## src/rtl/fetch_sequencer.sv

```systemverilog
// Fetch control FSM: sequences PC/memory bus drivers and MAR/IR/IMM load strobes
// through opcode fetch, optional immediate fetch and the execute hand-off.
module fetch_sequencer #(
    parameter int TIMEOUT = 16
) (
    input  logic       clk,
    input  logic       reset,
    input  logic       run,
    input  logic       halt_req,
    input  logic [7:0] ir,
    input  logic       mem_ready,
    input  logic       exec_done,
    output logic       pc_out_en,
    output logic       mar_load,
    output logic       mem_rd,
    output logic       mem_out_en,
    output logic       ir_load,
    output logic       imm_load,
    output logic       pc_inc,
    output logic       exec_start,
    output logic       busy,
    output logic       fault,
    output logic [7:0] instr_count,
    output logic [2:0] state_dbg
);

    localparam int CW = $clog2(TIMEOUT + 1);

    localparam logic [2:0] S_IDLE   = 3'd0;
    localparam logic [2:0] S_ADDR   = 3'd1;
    localparam logic [2:0] S_READ   = 3'd2;
    localparam logic [2:0] S_DECODE = 3'd3;
    localparam logic [2:0] S_IADDR  = 3'd4;
    localparam logic [2:0] S_IREAD  = 3'd5;
    localparam logic [2:0] S_EXEC   = 3'd6;
    // HALTED and ERROR share this encoding; fault_q tells them apart.
    localparam logic [2:0] S_HALT   = 3'd7;

    localparam logic [CW-1:0] WAIT_LAST = CW'(TIMEOUT - 1);

    logic [2:0]    state_q, state_d;
    logic [CW-1:0] wait_q, wait_d;
    logic          first_q, first_d;
    logic [7:0]    count_q, count_d;
    logic          fault_q, fault_d;

    always_ff @(posedge clk or posedge reset) begin
        if (reset) begin
            state_q <= S_IDLE;
            wait_q  <= '0;
            first_q <= 1'b0;
            count_q <= 8'd0;
            fault_q <= 1'b0;
        end else begin
            state_q <= state_d;
            wait_q  <= wait_d;
            first_q <= first_d;
            count_q <= count_d;
            fault_q <= fault_d;
        end
    end

    always_comb begin
        state_d = state_q;
        wait_d  = wait_q;
        first_d = 1'b0;
        count_d = count_q;
        fault_d = fault_q;
        case (state_q)
            S_IDLE: begin
                if (run) state_d = S_ADDR;
            end
            S_ADDR: begin
                state_d = S_READ;
                wait_d  = '0;
            end
            S_IADDR: begin
                state_d = S_IREAD;
                wait_d  = '0;
            end
            S_READ, S_IREAD: begin
                if (mem_ready) begin
                    // first_d marks the exec_start cycle of the coming EXEC
                    if (state_q == S_READ) begin
                        state_d = S_DECODE;
                    end else begin
                        state_d = S_EXEC;
                        first_d = 1'b1;
                    end
                end else if (wait_q == WAIT_LAST) begin
                    state_d = S_HALT;
                    fault_d = 1'b1;
                end else begin
                    wait_d = wait_q + 1'b1;
                end
            end
            S_DECODE: begin
                if (ir[7]) begin
                    state_d = S_IADDR;
                end else begin
                    state_d = S_EXEC;
                    first_d = 1'b1;
                end
            end
            S_EXEC: begin
                if (exec_done) begin
                    count_d = count_q + 8'd1;
                    if (halt_req)  state_d = S_HALT;
                    else if (run)  state_d = S_ADDR;
                    else           state_d = S_IDLE;
                end
            end
            default: state_d = state_q;
        endcase
    end

    logic rd_state;
    assign rd_state = (state_q == S_READ) || (state_q == S_IREAD);

    assign pc_out_en   = (state_q == S_ADDR) || (state_q == S_IADDR);
    assign mar_load    = pc_out_en;
    assign mem_rd      = rd_state;
    assign mem_out_en  = rd_state && mem_ready;
    assign ir_load     = (state_q == S_READ) && mem_ready;
    assign imm_load    = (state_q == S_IREAD) && mem_ready;
    assign pc_inc      = rd_state && mem_ready;
    assign exec_start  = (state_q == S_EXEC) && first_q;
    assign busy        = (state_q != S_IDLE) && (state_q != S_HALT);
    assign fault       = fault_q;
    assign instr_count = count_q;
    assign state_dbg   = state_q;

endmodule

```

## config.mk

```make
export PLATFORM = sky130hd
export DESIGN_NAME = fetch_sequencer
export DESIGN_NICKNAME = d
export VERILOG_FILES = /design/src/rtl/fetch_sequencer.sv
export SDC_FILE = /design/constraint.sdc
export NUM_CORES = 1
export LEC_CHECK = 0
export ABC_AREA = 1
export CAP_MARGIN = 20
export CORE_MARGIN = 1.5
export CORE_UTILIZATION = 30
export CTS_BUF_LIST = sky130_fd_sc_hd__clkbuf_8
export DETAILED_ROUTE_END_ITERATION = 10
export GPL_TIMING_DRIVEN = 0
export MAX_ROUTING_LAYER = met4
export PLACE_DENSITY_LB_ADDON = 0.05
export SKIP_LAST_GASP = 1
export SYNTH_ARGS = -nofsm -noshare
export SYNTH_HDL_FRONTEND = slang
export SYNTH_SLANG_ARGS = --single-unit
```

## constraint.sdc

```tcl
create_clock -name clk -period 1.7 [get_ports clk]
set_clock_uncertainty 0.1 [all_clocks]
set_input_delay 0.425 -clock clk [delete_from_list [all_inputs] [get_ports clk]]
set_output_delay 0.425 -clock clk [all_outputs]
set_load 0.005 [all_outputs]
```

==> impl_metrics.json, run 1 <==
{
  "startpoint": "state_dbg[1]",
  "rrSetupSlack_ns": 0.05,
  "min_path_cells": 1,
  "p_clk_share_pct": 8.3,
  "wl_um": 3420,
  "via_per_inst": 4.49,
  "power_frac_comb_pct": 72.7,
  "grt_max_degree": 19,
  "die_area_um2": 4340,
  "violations": "negative setup slack",
  "ys_ff_latch": 18,
  "die_w_um": 65.9,
  "cts-root-buf": "clkbuf_8",
  "synth_ff_type": "dfrtp_1",
  "gr-usage-met2_pct": 31.8,
  "synth_warnings": 0,
  "dr.pass1.iters": 4,
  "cp.required_ns": 1.17,
  "syn_avg_cell_area_um2": 7.10,
  "worstSetupStartpointType": "register",
  "syn_area_um2": 1190,
  "synth-edff-count": 0,
  "crit_type": "reg -> out",
  "irDropWorstVdd_mv": 0.699,
  "fmax_ghz": 0.537,
  "setup_violations": 9,
  "timing.final.crit_period_ns": 1.86,
  "drive_above_1_share_pct": 42.2,
  "grt_pass1_vias": 1310,
  "grt_pass1_wl_um": 5690,
  "gp_congestion": 0.832,
  "finalHoldViolCount": 0,
  "crit_path_end": "pc_out_en",
  "worstMarginPinSlew_ns": 0.707,
  "yosysTopAreaCellShare_pct": 38.0,
  "wire_per_inst_um": 11.7,
  "antenna_cells": 0,
  "power_leakage_nw": 1.10,
  "clock_sinks": 18,
  "numCtsBuffers": 3,
  "critPathArrivalTime_ns": 1.34,
  "maxCapViolCount": 0,
  "drcViolationCount": 0,
  "ys_seq_area_share_pct": 38.0,
  "fillerInstances": 351,
  "dp_slack_ns": -0.788,
  "initial_utilization_pct": 31.9,
  "grt_util_met3_pct": 3.58,
  "io_buffers": 27,
  "synthTopCellsByArea": "dfrtp_1, nand2_1, inv_1",
  "switching_share_pct": 39.8,
  "clkLatencyLatePin_ns": 0.25,
  "grtUsageMet1_pct": 20.6,
  "seqPwrFrac_pct": 19.0,
  "synthCells": 167,
  "layout.nets": 263,
  "path_max_fanout": 5,
  "r2r_start": "state_dbg[0]",
  "rsz0062_at_grt": "yes",
  "busiest_layer": "met2",
  "switchingPower_mw": 1.42,
  "antenna_found_initial": 0,
  "grt-ovfl-total": 0,
  "hold_path.class": "reg -> reg",
  "slew_viol_final": 0,
  "grtUsageTotal_pct": 17.6,
  "endpoint_kind": "primary output",
  "clockBufferDepth": 2,
  "p_int_mw": 2.15,
  "ant_nets": 0,
  "status": "complete, but fails checks",
  "pin_count": 35,
  "powerDensity_nw_per_um2": 1690,
  "timing.final.crit_share_pct": 110,
  "area_growth_pct": 78.0,
  "dpl.hpwl_um": 1990,
  "final_cells": 292,
  "dp_cells": 242,
  "std_cell_rows": 22,
  "dr_total_vias": 1312,
  "power.total_mw": 3.57,
  "postLayoutCoreUtil_pct": 56.8,
  "synth_nets": 184,
  "reg2reg_to": "state_dbg[1]",
  "slew_headroom_pct": 52.8,
  "first_iter_violations": 58,
  "core_um2": 3720,
  "cts_tree": "done",
  "finalWorstSetupSlack_ns": -0.163,
  "fp.dieH_um": 65.9,
  "synthArstFlopShare_pct": 100,
  "clkTransAtPathRegs_ns": 0.07,
  "synth_cell_types": 22,
  "synth_top_area_cell": "dfrtp_1",
  "r2r_cells": 8,
  "htreeDepth": 1
}
==> routing by layer <==
layer	part of all wire, %	up-vias	wire [µm]
met5	0	-	0
met4	0.56	0	19
met3	3.0	2	101
met2	53	24	1800
met1	44	617	1500
li1	-	669	-
==> cells in the mapped netlist, types with 2 or more instances <==
library cell and instances:
a21oi_1 3, buf_4 4, dfrtp_1 18, ha_1 3
inv_1 25, nand2_1 53, nand3_1 16, nand3_2 2
nand4_1 4, nor2_1 15, nor2_2 5, o21ai_0 4
or2_0 2, xnor2_1 3, xor2_1 3
==> flip-flops by register name (all words and copies together), names as in the netlist <==
| name | flops |
|---|---|
| state_dbg | 3 |
| instr_count | 8 |
| fault | 1 |
| wait_q | 5 |
| first_q | 1 |
==> metrics by stage <==
step           area [µm²]  hold WS, ns  TNS, ns
2_1_floorplan        1190        0.264        0
3_3_place_gp         1520        0.356    -5.03
3_5_place_dp         1520        0.352    -5.04
4_1_cts              1990        0.369    -1.23
5_1_grt              2110        0.403    -1.29
6_report             2110        0.370   -0.787
==> cells in the final DEF, fill, tap and decap left out, drive strengths merged <==
cell	instances
xnor2	3
clkinv	1
dlygate4sd2	1
or2	2
and3	1
a21oi	3
inv	26
xor2	3
clkdlybuf4s50	14
a31o	1
nand3	19
clkbuf	3
o21ai	4
dfrtp	18
buf	62
nand2	54
nand4	4
dlymetal6s2s	2
ha	3
nor2	20
==> area by class of cell <==
cell class / count / area (µm²) / area share (%)
Multi-Input combinational cell: 117 / 733 / 34.7
Clock buffer: 3 / 41.3 / 1.96
Sequential cell: 18 / 453 / 21.5
Timing Repair Buffer: 74 / 652 / 30.9
Tap cell: 48 / 60.1 / 2.85
Buffer: 5 / 52.6 / 2.49
Inverter: 27 / 119 / 5.63
==> power by group through the flow <==
stage / logic (mW) / clock network [mW] / registers [mW]
3_3_place_gp: 1.37 / 0 / 0.724
6_report: 2.60 / 0.295 / 0.678
4_1_cts: 2.35 / 0.312 / 0.686
5_1_grt: 2.82 / 0.323 / 0.694
2_1_floorplan: 0.816 / 0 / 0.706
3_5_place_dp: 1.38 / 0 / 0.728
==> worst min path at each step <==
stage	from	endpoint	slack, ns
after global placement	fault	fault	0.36
after global routing	fault	fault	0.40
final	fault	fault	0.37
after detailed placement	fault	fault	0.35
after CTS	fault	fault	0.37
after floorplan	reset	fault	0.26
==> critical path, cell delays in order, from the launching register on <==
cell and delay [ns]:
dfrtp_1 0.39, buf_6 0.15, buf_12 0.13, nor2_4 0.11
nand2_4 0.06, nand2_4 0.08, buf_6 0.09, buf_6 0.08
==> cell families (layout without fill, tap and decap cells) <==
logic type / count (synthesis) / count (layout) / synth area share [%]
and+or+nand+nor: 100 / 100 / 38.7
buffers and inverters: 32 / 109 / 12.0
DFF: 18 / 18 / 38.0
AOI/OAI and AO/OA: 8 / 8 / 3.69
xor gates and xnor gates: 6 / 6 / 4.43
adders and majority gates: 3 / 3 / 3.16
==> what timing repair did <==
| item | 4_1_cts | 5_1_grt |
|---|---|---|
| pin swaps | 15 | 15 |
| hold buffers | 0 | 0 |
| gates resized for setup | 83 | 22 |
| setup buffers | 43 | 9 |
| gates cloned | 0 | 0 |
| endpoints found under the setup margin | 21 | 22 |
(Power assumes the default switching activity.)
==> run 2, diff against run 1 <==
--- a/config.mk
+++ b/config.mk
@@ -14,6 +14,7 @@
 export GPL_TIMING_DRIVEN = 0
 export MAX_ROUTING_LAYER = met4
 export PLACE_DENSITY_LB_ADDON = 0.05
+export SKIP_CTS_REPAIR_TIMING = 1
 export SKIP_LAST_GASP = 1
 export SYNTH_ARGS = -nofsm -noshare
 export SYNTH_HDL_FRONTEND = slang
==> run 2 against run 1 <==
  * The run still ends with negative setup slack left
  * Sequential share of layout area increased by 2.2 points
  * Critical endpoint is now pc_inc
  * Highest routed layer unchanged
  * Final cell count fell by 4.1%
  * Register-to-register slack lost 0.17 ns
  * Largest power group unchanged
==> impl_metrics.json, run 2 (synthesis gave the netlist of run 1 again) <==
{
  "wire_per_inst_um": 10.8,
  "via_per_inst": 4.43,
  "cts-root-buf": "clkbuf_8",
  "dr.pass1.iters": 4,
  "crit_type": "reg -> out",
  "cp_top_family": "buffers and inverters",
  "slew_viol_final": 0,
  "gp_congestion": 0.832,
  "clkTransAtPathRegs_ns": 0.07,
  "cpPeakStageDelay_ns": 0.43,
  "ant_nets": 0,
  "area_growth_pct": 61.6,
  "antenna_found_initial": 0,
  "drcViolationCount": 0,
  "dr_total_vias": 1239,
  "grtUsageMet1_pct": 17.4,
  "fillerInstances": 380,
  "largest_register_ff_count": 8,
  "fmax_ghz": 0.503,
  "die_w_um": 65.9,
  "core_um2": 3720,
  "drive_above_1_share_pct": 33.2,
  "power_leakage_nw": 1.06,
  "fp.dieH_um": 65.9,
  "antenna_cells": 0,
  "final_common_cell": "nand2_1",
  "critical_path.cell_chain": "buf_6, buf_12, nand3_4, nand2_4, inv_4, nor2_4, buf_6, buf_6",
  "slew_headroom_pct": 51.9,
  "pin_count": 35,
  "cts_tree": "done",
  "wl_um": 3040,
  "hold_path.class": "reg -> reg",
  "numCtsBuffers": 3,
  "busiest_layer": "met2",
  "violations": "negative setup slack",
  "critPathArrivalTime_ns": 1.46,
  "grt_max_degree": 19,
  "worstMarginPinSlew_ns": 0.721,
  "cpMostUsedCell": "buf_6",
  "place_area_um2": 1520,
  "grtUsageTotal_pct": 13.7,
  "die_area_um2": 4340,
  "grt-ovfl-total": 0,
  "path_max_fanout": 6,
  "io_buffers": 27,
  "status": "complete, but fails checks",
  "critical_path_buf_inv_count": 5,
  "layout.cells.most_common_list": "nand2_1, buf_4, inv_1",
  "layout.nets": 251,
  "rsz0062_at_grt": "yes",
  "first_iter_violations": 64,
  "gr-usage-met2_pct": 22.5,
  "endpoint_kind": "primary output",
  "grt_util_met3_pct": 3.58,
  "setup_violations": 17,
  "irDropWorstVdd_mv": 0.677,
  "worstSetupStartpointType": "register",
  "timing.final.crit_period_ns": 1.99,
  "design_area_um2": 1920,
  "htreeDepth": 1,
  "std_cell_rows": 22,
  "maxCapViolCount": 0,
  "slowest_stage": "dfrtp_1",
  "cp.required_ns": 1.17,
  "grt_pass1_wl_um": 4530,
  "initial_utilization_pct": 31.9,
  "clockBufferDepth": 2,
  "postLayoutCoreUtil_pct": 51.6,
  "finalWorstSetupSlack_ns": -0.287,
  "clkLatencyLatePin_ns": 0.25,
  "timing.final.crit_share_pct": 117,
  "clock_sinks": 18,
  "powerDensity_nw_per_um2": 1600,
  "dpl.hpwl_um": 1990,
  "finalHoldViolCount": 0,
  "grt_pass1_vias": 1022
}
run 2: cell count changes in the layout (fill, tap and decap cells not counted), moves of 2 or more:
cell / previous run / this run
buf_2: 6 / 2
buf_4: 37 / 34
buf_6: 18 / 6
clkbuf_2: 0 / 4
dlymetal6s2s_1: 2 / 6
ha_1: 1 / 3
inv_4: 5 / 3
nand2_1: 46 / 50
nand2_2: 4 / 2
nand2_4: 4 / 2
nor2_1: 9 / 11
nor2_4: 6 / 3
run 2: per-layer routing:
layer | vias to the layer above | wire length, µm | share of wire (%)
met5 | - | 0 | 0
met4 | 0 | 19 | 0.63
met3 | 2 | 84 | 2.8
met2 | 14 | 1500 | 49
met1 | 578 | 1430 | 47
li1 | 645 | - | -
run 2: worst paths after layout:
kind / from / endpoint / slack [ns] / depth (start not counted)
hold reg to reg: fault / fault / 0.38 / 1
max in group asynchronous: reset / instr_count[0] / 0.51 / 2
setup reg to reg: wait_q[0] / wait_q[4] / -0.12 / 9
hold / removal: fault / fault / 0.38 / 1
min in group asynchronous: reset / wait_q[0] / 0.49 / 2
setup / recovery: state_dbg[2] / pc_inc / -0.29 / 8
run 2: where the power goes:
group	internal (mW)	switching, mW
logic	1.11	0.967
clock network	0.157	0.142
registers	0.569	0.124
total	1.84	1.23
run 2: layout make-up:
| class | instances | area [µm²] | share of cell area [%] |
|---|---|---|---|
| plain buffers | 5 | 48.8 | 2.55 |
| clock buffers | 3 | 41.3 | 2.15 |
| inverters | 27 | 113 | 5.87 |
| multi-input cells | 117 | 662 | 34.5 |
| flip-flops and latches | 18 | 453 | 23.6 |
| well taps | 48 | 60.1 | 3.13 |
| repair buffers | 62 | 539 | 28.1 |
run 2: through the flow:
stage	instances	power [mW]	hold slack (ns)	setup WS, ns	TNS, ns
finish	280	3.07	0.379	-0.287	-2.16
CTS	245	2.41	0.369	-0.811	-6.72
global route	280	3.32	0.412	-0.357	-3.56
detailed placement	242	2.10	0.352	-0.788	-5.04
floorplan	167	1.52	0.264	0.0169	0
global placement	242	2.09	0.356	-0.792	-5.03
==> run 3, diff against run 2 <==
==> constraint.sdc (replaced) <==
create_clock -name clk -period 2.4 [get_ports clk]
set_clock_uncertainty 0.1 [all_clocks]
set_input_delay 0.6 -clock clk [delete_from_list [all_inputs] [get_ports clk]]
set_output_delay 0.6 -clock clk [all_outputs]
set_load 0.005 [all_outputs]
==> run 3 against run 2 <==
  * First-iteration DRC count rose by 19%
  * The flow still finishes with violations (negative setup slack)
  * Sequential share of layout area rose by 2.9 points
  * Highest routed layer is now met3
  * Non-clock buffer count fell by 23
  * Sequential power fell by 25%
  * Design area fell by 11%
  * Die area did not move
  * Sequential cell count did not move
  * Routed wire length fell by 7.4%
  * Critical path depth fell by 3
  * Worst setup slack improved by 0.26 ns
==> impl_metrics.json, run 3 (synthesis gave the netlist of run 1 again) <==
{
  "initial_utilization_pct": 31.9,
  "drcViolationCount": 0,
  "violations": "negative setup slack",
  "finalWorstSetupSlack_ns": -0.0269,
  "cp_top_family": "buffers and inverters",
  "std_cell_rows": 22,
  "min-delay-start": "wait_q[4]",
  "power_leakage_nw": 0.884,
  "power.total_mw": 1.90,
  "layout.nets": 228,
  "dp_slack_ns": -0.448,
  "maxCapViolCount": 0,
  "fillerInstances": 397,
  "first_iter_violations": 76,
  "grt_max_degree": 19,
  "dpl.hpwl_um": 2020,
  "regArea_um2": 452,
  "worstMarginPinSlew_ns": 0.716,
  "dr_total_vias": 1143,
  "clkLatencyLatePin_ns": 0.25,
  "slew_viol_final": 0,
  "fp.dieH_um": 65.9,
  "wire_per_inst_um": 10.9,
  "antenna_found_initial": 0,
  "critical_path.cell_chain": "buf_4, nand3_4, buf_4, nor2_1, clkdlybuf4s50_1",
  "irDropWorstVdd_mv": 0.574,
  "io_buffers": 27,
  "clockBufferDepth": 2,
  "via_per_inst": 4.45,
  "setup_violations": 3,
  "powerDensity_nw_per_um2": 1120,
  "numCtsBuffers": 3,
  "critical_path_buf_inv_count": 3,
  "die_w_um": 65.9,
  "final_common_cell": "nand2_1",
  "dr.pass1.iters": 4,
  "grt_pass1_wl_um": 4400,
  "worstSetupStartpointType": "register",
  "timing.final.crit_share_pct": 101,
  "place_area_um2": 1520,
  "final_cells": 257,
  "endpoint_kind": "primary output",
  "crit_type": "reg -> out",
  "dp_cells": 242,
  "die_area_um2": 4340,
  "rsz0062_at_grt": "yes",
  "min_path_cells": 2,
  "multi_input_area_um2": 628,
  "clock_sinks": 18,
  "largest_register_ff_count": 8,
  "clkTransAtPathRegs_ns": 0.07,
  "hold_path_end": "wait_q[4]",
  "gp_congestion": 0.853,
  "core_um2": 3720,
  "cp.required_ns": 1.70,
  "finalHoldViolCount": 0,
  "grt_pass1_vias": 1000,
  "rrSetupSlack_ns": 0.41,
  "cts-root-buf": "clkbuf_8",
  "path_max_fanout": 7,
  "antenna_cells": 0,
  "htreeDepth": 1,
  "r2r_cells": 9,
  "area_growth_pct": 43.5,
  "design_area_um2": 1700,
  "slew_headroom_pct": 52.2,
  "slowest_stage": "clkdlybuf4s50_1",
  "r2r_start": "wait_q[0]",
  "postLayoutCoreUtil_pct": 45.8,
  "reg2reg_to": "wait_q[0]",
  "drive_above_1_share_pct": 19.1,
  "fmax_ghz": 0.412,
  "cpPeakStageDelay_ns": 0.51,
  "ant_nets": 0,
  "grtUsageTotal_pct": 13.5,
  "cts_tree": "done",
  "critPathArrivalTime_ns": 1.73,
  "status": "complete, but fails checks",
  "hold_path.class": "reg -> reg",
  "layout.cells.most_common_list": "nand2_1, clkdlybuf4s50_1, inv_1",
  "wl_um": 2810,
  "pin_count": 35,
  "cpMostUsedCell": "buf_4",
  "timing.final.crit_period_ns": 2.43,
  "grt-ovfl-total": 0
}
-- run 3: changes by cell type in the layout (fill, tap and decap cells not counted), sizes merged --
| cell | previous run | this run |
|---|---|---|
| buf | 43 | 17 |
| clkbuf | 7 | 3 |
| clkdlybuf4s50 | 14 | 24 |
| dlymetal6s2s | 6 | 3 |
-- run 3: metrics by stage --
stage | hold WS [ns] | setup TNS [ns]
final | 0.392 | -0.0592
after global routing | 0.411 | -0.280
after CTS | 0.391 | -1.66
after detailed placement | 0.374 | -1.35
after global placement | 0.367 | -1.27
after floorplan | 0.349 | 0
-- run 3: how the worst max path moves through the flow --
stage | start | to | cells after the start
after floorplan | state_dbg[1] | pc_inc | 7
final | state_dbg[0] | imm_load | 5
after CTS | mem_ready | pc_inc | 5
after global placement | mem_ready | pc_inc | 5
after detailed placement | mem_ready | pc_inc | 5
after global routing | state_dbg[1] | busy | 6
-- run 3: metal layers --
layer / GRT usage [%] / vias up / part of all wire (%)
li1: - / 597 / -
met1: 16.8 / 525 / 45
met2: 22.3 / 21 / 51
met3: 3.58 / 0 / 3.5
met4: 2.34 / 0 / 0
met5: - / - / 0
-- run 3: report_power, final --
group	switching (mW)	leakage, nW	internal (mW)	total [mW]
Sequential	0.120	0.234	0.402	0.521
Combinational	0.560	0.629	0.611	1.17
Clock	0.0957	0.0216	0.111	0.207
-- run 3: layout make-up --
type	instances	area share (%)
plain buffers	5	2.65
clock buffers	3	2.43
inverters	27	6.32
multi-input cells	117	36.9
flip-flops and latches	18	26.5
well taps	48	3.53
repair buffers	39	21.6
-- run 3: worst reg2reg max path, cell delays in order, from the launching register on --
cell,delay (ns)
dfrtp_1,0.41
ha_1,0.24
and3_1,0.19
ha_1,0.19
inv_1,0.11
nand2_1,0.07
a21oi_1,0.32
nor2_2,0.12
nand2_1,0.08
nand2_1,0.05
==> variant 1: new RTL, config.mk and constraints of run 1 <==
Register the output `state_dbg` once more, with the module's reset; this adds one clock of latency there. The other outputs are not delayed to match.
--- a/src/rtl/fetch_sequencer.sv
+++ b/src/rtl/fetch_sequencer.sv
@@ -128,7 +128,13 @@
     assign busy        = (state_q != S_IDLE) && (state_q != S_HALT);
     assign fault       = fault_q;
     assign instr_count = count_q;
-    assign state_dbg   = state_q;
+    always_ff @(posedge clk or posedge reset) begin
+        if (reset) begin
+            state_dbg <= '0;
+        end else begin
+            state_dbg <= state_q;
+        end
+    end
 
 endmodule
 
Behaviour: not the same (Yosys sat finds a counterexample within 4 cycles, from zero or initial values and one cycle with reset high).
==> variant 1 against run 1 <==
The run still ends with negative setup slack left; power decreased by 5.3%; synthesized area grew 5.0%; clock power increased by 8.1%; sequential cell count up 3; count of clock-buffer cells in the layout unchanged; worst setup slack got worse by 0.060 ns; design area shrank 2.5%; wire length fell by 1.4%; critical path depth unchanged; critical path type unchanged; critical endpoint is now pc_inc; largest power group unchanged.
==> variant 1: results (changes against run 1) <==
[status]
status=finished with violations
failed_checks=negative setup slack

[logic_synthesis]
ys_seq_area_share_pct=42.2  ; +4.2 points
ys_top_cells_by_count=nand2_1, dfrtp_1, nand3_1, inv_1, nor2_1
synthesis.nets=164  ; -11%
yosys.area_share.xor_xnor_pct=6.13  ; +1.7 points
synth_fa_ha_area_share_pct=3.02  ; -0.15 points
synth-compound-area-share_pct=6.43  ; +2.7 points
yosysUniqueCellTypes=32  ; +45%
synth_seq_cells=21  ; +3

[timing]
setup_ws_ns=-0.222  ; -0.0595 ns
tns_ns=-1.54  ; -0.748 ns
setup_viol=8  ; -1
slew_headroom_pct=45.5  ; -7.3 points

[final_layout]
num-nets-final=235  ; -11%
regArea_um2=529  ; +17%
multi_input_gates=105  ; -10%
buffers=70  ; -11%
multi_input_area_share_pct=35.6  ; +0.91 points
area_share_nonclk_buffers_pct=29.6  ; -3.8 points
drive_gt1_share_pct=44.2  ; +2.0 points
clock_area_share_pct=2.19  ; +0.23 points

[place]
dpl_worst_slack_ns=-0.720  ; +0.0680 ns
hpwl_um=2050  ; +2.9%
dp.cells=224  ; -7.4%
post_dp_cell_area_um2=1580  ; +4.1%

[grt]
grt_pass1_vias=1206  ; -7.9%

[drt]
routedWlPerCell_um=12.6  ; +7.8%

[power]
p_leak_nw=1.07  ; -2.3%
irDropWorstVdd_mv=0.778  ; +11%

variant 1: path summary, 6_finish.rpt:
check | startpoint | to | slack [ns] | cells after the start
setup / recovery | state_q[0]$_DFFE_PP0P_ | pc_inc | -0.22 | 7
hold / removal | fault$_DFFE_PP0P_ | fault$_DFFE_PP0P_ | 0.38 | 1
setup reg to reg | state_q[1]$_DFFE_PP0P_ | wait_q[2]$_DFFE_PP0P_ | 0.02 | 10
hold reg to reg | fault$_DFFE_PP0P_ | fault$_DFFE_PP0P_ | 0.38 | 1
max in group asynchronous | reset | state_q[1]$_DFFE_PP0P_ | 0.42 | 2
min in group asynchronous | reset | instr_count[3]$_DFFE_PP0P_ | 0.52 | 2
variant 1: layer usage:
| metal | wire length, µm | global-route usage, % | vias to the layer above |
|---|---|---|---|
| met2 | 1650 | 26.6 | 32 |
| met4 | 55 | 6.12 | 0 |
| li1 | - | - | 609 |
| met3 | 133 | 2.00 | 6 |
| met5 | 0 | - | - |
| met1 | 1530 | 22.1 | 573 |
variant 1: power groups by stage:
| stage | clock [W] | sequential [W] | combinational [W] |
|---|---|---|---|
| 2_1_floorplan | 0 | 0.000814 | 0.000826 |
| 3_3_place_gp | 0 | 0.000830 | 0.00134 |
| 3_5_place_dp | 0 | 0.000841 | 0.00137 |
| 4_1_cts | 0.000334 | 0.000769 | 0.00208 |
| 5_1_grt | 0.000353 | 0.000789 | 0.00250 |
| 6_report | 0.000319 | 0.000770 | 0.00229 |
variant 1: repair_timing:
| action | 4_1_cts | 5_1_grt |
|---|---|---|
| pin swaps | 9 | 11 |
| resized for setup | 60 | 21 |
| setup endpoints to repair | 23 | 20 |
| gates cloned | 1 | 0 |
| setup buffers | 33 | 5 |
==> variant 2: new RTL, settings of run 1 <==
Without the edit above. Set the parameter `TIMEOUT` to 8 (it was 16).
--- a/src/rtl/fetch_sequencer.sv
+++ b/src/rtl/fetch_sequencer.sv
@@ -1,7 +1,7 @@
 // Fetch control FSM: sequences PC/memory bus drivers and MAR/IR/IMM load strobes
 // through opcode fetch, optional immediate fetch and the execute hand-off.
 module fetch_sequencer #(
-    parameter int TIMEOUT = 16
+    parameter int TIMEOUT = 8
 ) (
     input  logic       clk,
     input  logic       reset,
Function: same outputs for any inputs over 10 cycles, from zero or initial values and one cycle with reset high; that may be too few to reach the edited logic, so the function may still have changed.
==> variant 2 against run 1 <==
Sequential power down 14%; global-route usage decreased by 2.6 points; highest routed layer unchanged; wire length fell by 12%; sequential cell count decreased by 1; largest cell class unchanged; the run still ends with negative setup slack left; maximum frequency fell by 0.49%; clock power about the same; cell count decreased by 8.9%; power shrank 13%; via count decreased by 8.8%; design area decreased by 10%; synthesized area shrank 1.8%; hold slack improved by 0.015 ns; worst setup slack worse by 0.0092 ns.
==> variant 2: results (changes against run 1) <==
[timing]
setup_viol=9  ; unchanged
tns_ns=-0.923  ; -0.136 ns
setup_ws_ns=-0.172  ; -0.00925 ns
slew_headroom_pct=56.5  ; +3.7 points

[place]
post_dp_cell_area_um2=1500  ; -1.6%
gp_congestion=0.858  ; +3.1%
numPortBuffers=27  ; unchanged

[power]
p_leak_nw=1.03  ; -6.3%
intPower_w=0.00184  ; -14%

[final_layout]
n_fill_cell=371  ; +5.7%
num-nets-final=235  ; -11%
drive_gt1_share_pct=40.8  ; -1.4 points

[critical_path]
r2r_cells=12  ; +4
regToRegStartpoint=state_dbg[1]$_DFFE_PP0P_
crit_fanout=4  ; -1
reg2reg_to=state_dbg[2]$_DFFE_PP0P_

[logic_synthesis]
ys_seq_area_share_pct=36.5  ; -1.5 points
synthFlopType=dfrtp_1
ys_top_cells_by_count=nand2_1, dfrtp_1, inv_1, nor2_1, nand3_1
synthesis.nets=169  ; -8.2%
yosys-top-cells-area=dfrtp_1, nand2_1, inv_1, nor2_1, nand3_1

[grt]
grt_max_degree=18  ; -1
antenna_found_initial=0  ; unchanged
track_usage_pct=15.0  ; -2.6 points
grt_pass1_wl_um=4970  ; -13%

[drt]
wl_um=3020  ; -12%
drt_iter0_markers=51  ; -12%
drt-pass1-iter-count=4  ; unchanged
via_count=1197  ; -8.8%
wl_met1_um=1390  ; -7.2%

[status]
status=finished with violations
failed_checks=negative setup slack

[variant 2: cell types whose count changed in the layout (fill, tap and decap cells not counted), moves of 3 or more]
cell | run 1 | this run
buf_4 | 37 | 26
inv_1 | 20 | 13
nand3_1 | 15 | 9
inv_4 | 5 | 1
nand2_4 | 4 | 8
nand2_2 | 4 | 7
nand3_4 | 4 | 1
nand4_1 | 4 | 1
nor2_1 | 9 | 12
[variant 2: cells by family (layout without fill, tap and decap cells)]
family,Yosys count,after routing,synth area share (%)
AO/OA/AOI/OAI,7,7,3.87
XOR/XNOR,6,6,4.51
adder cells (fa/ha/maj),2,2,2.15
buffers and inverters,23,88,10.6
flip-flops,17,17,36.5
AND/OR/NAND/NOR,98,98,42.3
[variant 2: timing repair]
item                                    CTS  global route
buffers inserted                         25            10
endpoints found under the setup margin   13            17
pin swaps                                12             8
resized for setup                        68            11
[variant 2: metal layers]
metal  global-route usage [%]  vias to the layer above
li1                         -                      595
met1                     18.6                      572
met2                     25.5                       28
met3                     2.74                        2
met4                     3.65                        0
met5                        -                        -
[variant 2: power groups by stage]
| stage | clock [W] | combinational, W | sequential, W |
|---|---|---|---|
| 2_1_floorplan | 0 | 0.000922 | 0.000602 |
| 3_3_place_gp | 0 | 0.00143 | 0.000605 |
| 3_5_place_dp | 0 | 0.00145 | 0.000611 |
| 4_1_cts | 0.000307 | 0.00206 | 0.000579 |
| 5_1_grt | 0.000328 | 0.00240 | 0.000595 |
| 6_report | 0.000294 | 0.00223 | 0.000584 |
[variant 2: critical path: cells and delay by family (launching register included)]
kind	cells	cell delay (ns)
buffers and inverters	4	0.44
flip-flops	1	0.39
AND/OR/NAND/NOR	3	0.27
[variant 2: through the flow]
stage	total power [W]	hold slack [ns]	instances	setup WS, ns
finish	0.00311	0.384	266	-0.172
global route	0.00333	0.406	266	-0.232
global placement	0.00203	0.355	228	-0.644
CTS	0.00294	0.392	257	-0.160
detailed placement	0.00206	0.376	228	-0.653
floorplan	0.00152	0.251	153	0.100
[variant 2: cell type report]
class	instances	area (µm²)	share of cell area, %
Multi-Input combinational cell	113	686	36.2
Timing Repair Buffer	61	537	28.4
Sequential cell	17	427	22.5
Inverter	18	81.3	4.30
Tap cell	48	60.1	3.17
Buffer	5	56.3	2.97
Clock buffer	3	41.3	2.18
Clock inverter	1	5.00	0.264
[variant 2: worst max path at each step]
| stage | endpoint | slack [ns] | cells after the start |
|---|---|---|---|
| final | pc_out_en | -0.17 | 7 |
| after global routing | pc_out_en | -0.23 | 7 |
| after CTS | pc_inc | -0.16 | 8 |
| after detailed placement | pc_inc | -0.65 | 5 |
| after global placement | pc_inc | -0.64 | 5 |
| after floorplan | pc_inc | 0.1 | 7 |
